### config.mk
export PLATFORM = sky130hd
export DESIGN_NAME = reg_scoreboard
export DESIGN_NICKNAME = d
export VERILOG_FILES = /design/src/rtl/reg_scoreboard_pkg.sv /design/src/rtl/reg_scoreboard_sb_counter.sv /design/src/rtl/reg_scoreboard.sv
export SDC_FILE = /design/constraint.sdc
export NUM_CORES = 1
export LEC_CHECK = 0
export CORE_ASPECT_RATIO = 0.5
export CORE_UTILIZATION = 40
export DETAILED_ROUTE_END_ITERATION = 7
export GPL_TIMING_DRIVEN = 0
export SLEW_MARGIN = 20
export SYNTH_ARGS = -nofsm -noshare
export SYNTH_HDL_FRONTEND = slang
export SYNTH_SLANG_ARGS = --single-unit
### constraint.sdc
create_clock -name clk -period 5.63 [get_ports clk]
set_input_delay 1.126 -clock clk [delete_from_list [all_inputs] [get_ports clk]]
set_output_delay 1.126 -clock clk [all_outputs]
set_load 0.05 [all_outputs]
### src/rtl/reg_scoreboard_pkg.sv
// Shared GPR constants and helpers for the register scoreboard.
// Register 0 is the hard-wired zero register and is never tracked.
package reg_scoreboard_pkg;

    localparam int GPR_NUM = 32;
    localparam int ADDR_W  = 5;

    typedef logic [ADDR_W-1:0] gpr_addr_t;

    localparam gpr_addr_t ZERO_REG = '0;

    // A write only occupies a scoreboard entry when it targets a real register.
    function automatic logic writes_gpr(input logic we, input gpr_addr_t waddr);
        return we && (waddr != ZERO_REG);
    endfunction

endpackage

### src/rtl/reg_scoreboard_sb_counter.sv
// One in-flight writer counter: two increment and two decrement requests per
// cycle, netted in a single update, clamped to [0, CMAX], with clear priority.
module sb_counter #(
    parameter int CNT_W = 2
) (
    input  logic             clk,
    input  logic             aresetn,
    input  logic [1:0]       inc,
    input  logic [1:0]       dec,
    input  logic             clr,
    output logic [CNT_W-1:0] count,
    output logic             underflow
);

    localparam int W = CNT_W + 2;
    localparam logic [W-1:0] CMAX = {2'b00, {CNT_W{1'b1}}};

    logic [W-1:0] up_sum;
    logic [W-1:0] dn_sum;
    logic [W-1:0] next_cnt;

    // NOTE: every always_comb output gets a default first so no path can infer a latch.
    always_comb begin
        up_sum    = {2'b00, count} + W'(inc[0]) + W'(inc[1]);
        dn_sum    = W'(dec[0]) + W'(dec[1]);
        next_cnt  = '0;
        underflow = 1'b0;
        if (clr) begin
            next_cnt = '0;
        end else if (dn_sum > up_sum) begin
            underflow = 1'b1;
        end else begin
            next_cnt = up_sum - dn_sum;
            if (next_cnt > CMAX) next_cnt = CMAX;
        end
    end

    // NOTE: state registers use non-blocking assignments so all counters update together.
    always_ff @(posedge clk or negedge aresetn) begin
        if (!aresetn) count <= '0;
        else          count <= next_cnt[CNT_W-1:0];
    end

endmodule

### src/rtl/reg_scoreboard.sv
// Dual-issue GPR scoreboard: tracks in-flight writers per register, gates
// issue on RAW/capacity hazards, and reports busy registers and stalls.
module reg_scoreboard
    import reg_scoreboard_pkg::*;
#(
    parameter int CNT_W = 2
) (
    input  logic              clk,
    input  logic              aresetn,
    input  logic              issue0_valid,
    input  logic              issue0_we,
    input  logic [ADDR_W-1:0] issue0_waddr,
    input  logic [ADDR_W-1:0] issue0_raddr1,
    input  logic [ADDR_W-1:0] issue0_raddr2,
    output logic              issue0_ready,
    input  logic              issue1_valid,
    input  logic              issue1_we,
    input  logic [ADDR_W-1:0] issue1_waddr,
    input  logic [ADDR_W-1:0] issue1_raddr1,
    input  logic [ADDR_W-1:0] issue1_raddr2,
    output logic              issue1_ready,
    input  logic              wb0_valid,
    input  logic [ADDR_W-1:0] wb0_waddr,
    input  logic              wb1_valid,
    input  logic [ADDR_W-1:0] wb1_waddr,
    input  logic              flush,
    output logic [GPR_NUM-1:0] busy_mask,
    output logic [31:0]       stall_cnt,
    output logic              underflow_err
);

    localparam logic [CNT_W-1:0] CNT_MAX = {CNT_W{1'b1}};
    localparam logic [CNT_W:0]   CNT_MAX_EXT = {1'b0, {CNT_W{1'b1}}};

    logic [CNT_W-1:0]   cnt [GPR_NUM];
    logic [GPR_NUM-1:0] uf_vec;

    logic writes0;
    logic writes1;
    logic fire0;
    logic fire1;
    logic src0_clear;
    logic src1_clear;
    logic room0;
    logic room1;
    logic raw_hazard;
    logic same_dst;
    logic [CNT_W:0] dst1_level;

    assign cnt[0]       = '0;
    assign uf_vec[0]    = 1'b0;
    assign busy_mask[0] = 1'b0;

    assign writes0 = writes_gpr(issue0_we, issue0_waddr);
    assign writes1 = writes_gpr(issue1_we, issue1_waddr);

    // Readiness looks only at registered counters; same-cycle write-backs free nothing yet.
    always_comb begin
        src0_clear   = (cnt[issue0_raddr1] == '0) && (cnt[issue0_raddr2] == '0);
        room0        = !writes0 || (cnt[issue0_waddr] != CNT_MAX);
        issue0_ready = aresetn && src0_clear && room0;
        fire0        = issue0_valid && issue0_ready;

        src1_clear   = (cnt[issue1_raddr1] == '0) && (cnt[issue1_raddr2] == '0);
        raw_hazard   = writes0 && ((issue1_raddr1 == issue0_waddr) ||
                                   (issue1_raddr2 == issue0_waddr));
        same_dst     = fire0 && writes0 && (issue1_waddr == issue0_waddr);
        dst1_level   = {1'b0, cnt[issue1_waddr]} + (CNT_W+1)'(same_dst);
        room1        = !writes1 || (dst1_level < CNT_MAX_EXT);
        issue1_ready = fire0 && src1_clear && !raw_hazard && room1;
        fire1        = issue1_valid && issue1_ready;
    end

    for (genvar i = 1; i < GPR_NUM; i++) begin : g_reg
        logic [1:0] inc;
        logic [1:0] dec;

        assign inc[0] = fire0 && writes0 && (issue0_waddr == ADDR_W'(i));
        assign inc[1] = fire1 && writes1 && (issue1_waddr == ADDR_W'(i));
        assign dec[0] = wb0_valid && (wb0_waddr == ADDR_W'(i));
        assign dec[1] = wb1_valid && (wb1_waddr == ADDR_W'(i));

        sb_counter #(.CNT_W(CNT_W)) u_cnt (
            .clk       (clk),
            .aresetn   (aresetn),
            .inc       (inc),
            .dec       (dec),
            .clr       (flush),
            .count     (cnt[i]),
            .underflow (uf_vec[i])
        );

        assign busy_mask[i] = |cnt[i];
    end

    // Stall count survives flush; only reset clears it.
    always_ff @(posedge clk or negedge aresetn) begin
        if (!aresetn) begin
            stall_cnt     <= '0;
            underflow_err <= 1'b0;
        end else begin
            if (|uf_vec) underflow_err <= 1'b1;
            if (issue0_valid && !issue0_ready && (stall_cnt != '1))
                stall_cnt <= stall_cnt + 32'd1;
        end
    end

endmodule
### Word-level counts from Yosys, hierarchy flattened

Index checks and enable logic that the tools add are counted.
Widths: inputs -> output; s select.

* flip-flop bits (word level): 95
* bits in latches: 0
* bits in writable memories: 0
* bits in read-only memories: 0
* input bits: 49
* output and inout bits: 67
* memories kept: 0

* add/sub/neg operators: 126
* $mul: 0
* div/mod/pow operators: 0
* magnitude comparators: 69
* equal/unequal tests: 129
* shifts and indexed selects: 0
* multiplexer cells: 173
* bitwise gates (word level): 6
* reduce and logical (&&, ||, !) cells: 186

Operators by type and width (number)
* $eq 5x5->1 const B: 64
* $mux 2: 105
* $eq 5x4->1 const B: 32
* $logic_and 1x1->1: 141
* $add 4x1->4: 31
* $gt 4x2->1 const B: 31
* $gt 4x4->1: 31
* $sub 4x2->4: 31
* $add 2x1->3: 32
* $eq 5x3->1 const B: 16
* $add 1x1->2: 31
* $mux 1: 62
* $reduce_or 2->1: 31
* $bmux 2 s5: 6
* $eq 5x2->1 const B: 8
* $ge 6x6->1 const B: 6
* $not 5->6: 6
* $add 32x1->32 const B: 1
* $ne 32x32->1 const B: 1
* $reduce_or 31->1: 1
* $eq 5x1->1 const B: 4
* $eq 5x5->1: 3
* $reduce_bool 5->1: 2
* $logic_not 2->1: 4
* 4 further kinds: 9

### Longest topological paths before layout

* word-level depth: 24
* gate-level depth with buffers: 31
* mapped depth without buffers: 25

### Cells and area by module

A second synthesis with hierarchy kept.

* cell total of the unflattened synthesis: 1283
* area total of the unflattened synthesis: 11937.7 um^2

By module, submodules not included
* sb_counter (g_reg[10].u_cnt ...): instances 26, cells an instance 18, area each 215.2 um^2, seq. area each 50.0 um^2
* reg_scoreboard: instances 1, cells an instance 725, area each 5291.3 um^2, seq. area each 825.8 um^2
* sb_counter (g_reg[5].u_cnt ...): instances 5, cells an instance 18, area each 210.2 um^2, seq. area each 50.0 um^2

### Worst setup path after synthesis

OpenSTA, ideal clock, no wires.

* path type: input port to flip-flop
* start: input issue0_raddr1[1]
* end: register underflow_err
* library setup time: 0.127 ns
* arrival time: 6.808 ns
* required time: 5.503 ns
* path slack: -1.306 ns
* cell stages on the path: 28
* cell sequence: buf_2 mux4_2 mux4_2 mux2i_1 nor3_2 buf_6 nand2_1 buf_2 nor3_1 ha_1 ha_1 a21o_1 o211ai_1 o21ai_0 or3_1 clkbuf_1 buf_2 nor4_1 ha_1 fa_1 inv_1 ha_1 nor2b_1 o21ai_0 nand4_1 nor4_1 a21oi_1 or2_2

* cells in the longest elaborated chain, start to end: 23
* elaborated cells between the ends (all ways): 237

Ends and longest elaborated chain
* from (decl): RTL line reg_scoreboard.sv:13 `input logic [ADDR_W-1:0] issue0_raddr1,`
* $not 5->6 (not written as such) (*): RTL line reg_scoreboard.sv:59 `src0_clear = (cnt[issue0_raddr1] == '0) && (cnt[issue0_raddr2] == '0);`
* $bmux 2 s5 (*): RTL line reg_scoreboard.sv:59
* $mux 2 (not written as such) (*) (2 in series): RTL line reg_scoreboard.sv:59
* $logic_not 2->1 (*): RTL line reg_scoreboard.sv:59
* $logic_and 1x1->1 (*): RTL line reg_scoreboard.sv:59
* $logic_and 1x1->1 (*) (2 in series): RTL line reg_scoreboard.sv:61 `issue0_ready = aresetn && src0_clear && room0;`
* $logic_and 1x1->1 (*): RTL line reg_scoreboard.sv:62 `fire0 = issue0_valid && issue0_ready;`
* $logic_and 1x1->1: RTL line reg_scoreboard.sv:67, reg_scoreboard.sv:78
* [... 4 more ...]
* $logic_and 1x1->1: RTL line reg_scoreboard.sv:70 `issue1_ready = fire0 && src1_clear && !raw_hazard && room1;`
* $logic_and 1x1->1: RTL line reg_scoreboard.sv:71 `fire1 = issue1_valid && issue1_ready;`
* $logic_and 1x1->1 (2 in series): RTL line reg_scoreboard.sv:79 `assign inc[1] = fire1 && writes1 && (issue1_waddr == ADDR_W'(i));`
* $add 4x1->4: RTL line reg_scoreboard_sb_counter.sv:24 `up_sum = {2'b00, count} + W'(inc[0]) + W'(inc[1]);`
* $gt 4x4->1: RTL line reg_scoreboard_sb_counter.sv:30 `end else if (dn_sum > up_sum) begin`
* $mux 1: RTL line reg_scoreboard_sb_counter.sv:30
* $mux 1: RTL line reg_scoreboard_sb_counter.sv:28 `if (clr) begin`
* $reduce_or 31->1 (*): RTL line reg_scoreboard.sv:102 `if (|uf_vec) underflow_err <= 1'b1;`
* to (signal assigned): RTL line reg_scoreboard.sv:100 `underflow_err <= 1'b0;`
* to (signal assigned): RTL line reg_scoreboard.sv:102
* to (decl): RTL line reg_scoreboard.sv:29 `output logic underflow_err`

Every way passes the cells marked *; elsewhere a longest branch is shown, timed or not. The select of a mux whose other input is x is not followed.
A chain may end at the register's enable or synchronous reset.

### Final worst setup path

* start: input issue0_waddr[1]
* end: register underflow_err

* cells in the longest elaborated chain, start to end: 22
* elaborated cells between the ends (all ways): 276

Ends and longest elaborated chain
* from (decl): RTL line reg_scoreboard.sv:12 `input logic [ADDR_W-1:0] issue0_waddr,`
* $not 5->6 (not written as such): RTL line reg_scoreboard.sv:60 `room0 = !writes0 || (cnt[issue0_waddr] != CNT_MAX);`
* $bmux 2 s5: RTL line reg_scoreboard.sv:60
* $mux 2 (not written as such) (2 in series): RTL line reg_scoreboard.sv:60
* $ne 2x2->1: RTL line reg_scoreboard.sv:60
* $logic_or 1x1->1: RTL line reg_scoreboard.sv:60
* $logic_and 1x1->1: RTL line reg_scoreboard.sv:61
* $logic_and 1x1->1: RTL line reg_scoreboard.sv:62
* $logic_and 1x1->1: RTL line reg_scoreboard.sv:67, reg_scoreboard.sv:78
* [... 4 more ...]
* $logic_and 1x1->1: RTL line reg_scoreboard.sv:70
* $logic_and 1x1->1: RTL line reg_scoreboard.sv:71
* $logic_and 1x1->1 (2 in series): RTL line reg_scoreboard.sv:79
* $add 4x1->4: RTL line reg_scoreboard_sb_counter.sv:24
* $gt 4x4->1: RTL line reg_scoreboard_sb_counter.sv:30
* $mux 1: RTL line reg_scoreboard_sb_counter.sv:30
* $mux 1: RTL line reg_scoreboard_sb_counter.sv:28
* $reduce_or 31->1 (*): RTL line reg_scoreboard.sv:102

Marks and branches as above.

==> summary.txt <==
GRT
  – Total gr overflow: 0
  – Vias in the first global route: approximately 13000
  – Largest net degree at the start of global routing: 54
  – GRT Total Usage: 0.272
  – First-pass GRT wire length: 72.8 mm
  – Initial antenna violation count: 1

Routing
  – Met3 Routed Length: 4.95 mm
  – Vias: 13000
  – Final WL: ~48 mm
  – WL met1: 20.9 mm
  – DRT iter0 DRCs: ~1200
  – Top Layer Used: met4
  – Antenna-violating nets left: 0
  – Metal2 WL: ~21 mm
  – Pre-Repair DR Iteration Count: 8
  – Via-to-Cell Ratio: roughly 5.6
  – DRC violations left: 0
  – Avg WL per Cell: 21.0 um

Critical path
  – CP startpoint kind: primary input
  – WS Path Type: primary input to flip-flop
  – Critical path buffers and inverters: 9
  – R2R Path End: underflow_err
  – Setup crit end kind: flip-flop
  – CP max stage delay: between 0.4 and 0.5 ns
  – Slowest cell on crit path: fa_2
  – CP top delay family: simple AND/OR/NAND/NOR gates
  – Req. time, crit path: 5.89 ns
  – Worst flop-to-flop path startpoint: g_reg[22].u_cnt.count[1]
  – FF-to-FF setup slack: -1.21 ns
  – CP max FO: 8
  – Worst reg2reg path depth: 29
  – Arrival time of the worst setup path: around 7.2 ns

Pwr
  – Lkg Pwr: 0.00798 uW
  – VDD IR-drop max: between 0.2 and 0.3 mV
  – PwrDens: approximately 360 mW/mm^2

Floorplan
  – Core footprint: 0.0346 mm^2
  – Die Ht: ~130 um
  – Num ports: 116
  – Rows: between 40 and 50
  – Initial Util: 0.407
  – Die area: 0.0360 mm^2
  – Die span in x: 267 um

Clock tree
  – H-tree depth: 3
  – Worst skew pair latency: ~0.37 ns
  – Clock buffer count from CTS: 9
  – CTS sink count: between 90 and 100
  – Root buf cell: clkbuf_16
  – CTS Hold Bufs: 0
  – CTS tree: built
  – Worst-path clk slew: approximately 0.07 ns
  – Clock Tree Buf Depth: 2

Timing
  – Max-slew violations: 0
  – RSZ-0062 raised after global routing: true
  – Fin crit period: 6.91 ns
  – Part of the cycle the worst path needs: 1.23
  – Setup Skew: approximately 0.006 ns
  – Worst-margin pin slew: ~1.2 ns
  – Hold Vio Cnt, Final: 0
  – Min Hold Slack: 0.486 ns
  – Maximum clock rate: around 0.14 GHz
  – Slew margin rel.: 0.230
  – Post-route setup slack: -1.28 ns
  – Finish-stage setup viols: 64

Place
  – Placer Congestion: slightly below 1
  – Post-Place Worst Slack: -3.46 ns
  – Hpwl dp: roughly 38 mm
  – Port Buf Inserts: between 100 and 150
  – Area of placed instances: 0.0166 mm^2

Logic synthesis
  – Post-Synthesis Cell Area: approximately 0.014 mm^2
  – Async SR Flop Fraction: 1.00
  – Commonest cells in the netlist: ha_1, inv_1, nor2_1
  – Syn Inst Count: ~1600
  – Synth top area cells: ha_1, dfrtp_1, fa_1
  – Cell variety after synth: 55
  – Ys Warns: 0
  – Main synth FF type: dfrtp_1
  – Count leader, synth: ha_1
  – Sequential fraction of the synthesis area: 0.169
  – Syn_nets: ~2000
  – Post-synth top area cell: ha_1
  – Seq cells post-synth: 95
  – Post-synth top area share: 0.223
  – Syn Area/Cell: 8.61 um^2
  – Number of synthesized flops with an enable pin: 0

Status
  – Status: finished with violations
  – Failing checks: setup timing

Final layout
  – Proportion of layout cells with a drive suffix above 1: 0.286
  – Final net count: between 2000 and 2500
  – Fin area: between 0.015 and 0.02 mm^2
  – P&R area growth vs syn: 32.1%
  – Final core occ: 0.538

Hold path
  – Worst hold-check path type: flip-flop to flip-flop
  – Min-Delay Endpoint: stall_cnt[19]
  – Hold path start: stall_cnt[19]
  – Hold path cells: 1

Flow run
  – Max Cap Viol: 0
-- layout by cell type, fill, tap and decap left out, types with 24 or more instances in the layout --
| master | synthesis | routed |
|---|---|---|
| o21ai_1 | 1 | 27 |
| dfrtp_1 | 95 | 95 |
| inv_2 | 1 | 34 |
| o21ai_2 | 0 | 28 |
| ha_1 | 251 | 185 |
| mux4_2 | 52 | 52 |
| nand2b_1 | 76 | 73 |
| fa_2 | 0 | 56 |
| xor2_1 | 39 | 39 |
| a21oi_2 | 0 | 50 |
| ha_2 | 0 | 27 |
| nand4_1 | 24 | 24 |
| nand3_1 | 84 | 83 |
| clkdlybuf4s50_1 | 0 | 93 |
| a21oi_1 | 129 | 76 |
| nand2_1 | 68 | 66 |
| nor2_1 | 136 | 126 |
| buf_4 | 2 | 64 |
| nor3_1 | 53 | 40 |
| inv_1 | 227 | 193 |
| nor2b_1 | 40 | 35 |
| ha_4 | 0 | 39 |
-- stage by stage --
stage                     std cells  total power (uW)  setup TNS, ns
after floorplan                1637              3870         -11.59
after global placement         2213              5080        -497.15
after detailed placement       2214              5120        -139.82
after CTS                      2279              6250         -26.16
after global routing           2309              6990         -38.79
final                          2309              6620         -31.19
-- flip-flops by register name (all words and copies together), names as in the netlist --
signal and flops:
underflow_err 1, g.u_cnt.count 62, stall_cnt 32
-- per-layer routing --
metal,global-route usage,up-vias
met5,0,-
met4,0.0971,0
met3,0.0771,126
met2,0.418,589
met1,0.363,6235
li1,-,6049
-- kinds of logic (layout without fill, tap and decap cells) --
kind of cell,after synthesis,count (layout),synth area share
flip-flops,95,95,0.169
multiplexers,60,60,0.0893
AND/OR/NAND/NOR,567,567,0.211
AO/OA/AOI/OAI,251,251,0.100
XOR/XNOR,61,61,0.0379
other,1,2,0.000266
buffers and inverters,289,485,0.0814
adder cells (fa/ha/maj),313,313,0.311
-- worst reg2reg max path: cells and delay by family, from the launching register on --
kind	cells	cell delay (ns)
compound gates	5	0.71
fa+ha+maj	5	1.37
buf+inv	6	0.75
flops	1	0.57
mux	3	1.23
simple gates	10	2.11
-- what timing repair did --
action | in CTS | in global routing
endpoints found under the setup margin | 65 | 64
gates resized for setup | 187 | 110
pin swaps | 90 | 85
buffers inserted | 46 | 32
gates cloned | 3 | 1
-- worst max-delay path by stage --
stage | start | to | slack, ns | cells past startpoint
2_1_floorplan | issue0_raddr1[1] | underflow_err | -0.64 | 28
3_3_place_gp | aresetn | underflow_err | -6.69 | 28
3_5_place_dp | issue0_waddr[2] | underflow_err | -3.46 | 30
4_1_cts | issue0_waddr[1] | underflow_err | -1.21 | 31
5_1_grt | issue0_raddr1[0] | underflow_err | -1.34 | 30
6_report | issue0_waddr[1] | underflow_err | -1.28 | 33
-- where the power goes --
part | switching, uW | internal (uW)
Combinational | 2740 | 1970
Sequential | 372 | 850
Clock | 304 | 389
Total | 3420 | 3210
-- cell type report --
type	count	area [um^2]
flip-flops and latches	95	2380
plain buffers	58	439
repair buffers	183	1800
clock inverters	6	85.1
multi-input cells	1253	12200
clock buffers	10	229
inverters	228	868
diodes	1	2.50
fillers	3175	16000
well taps	475	594
Power figures use the tool's default switching activity.
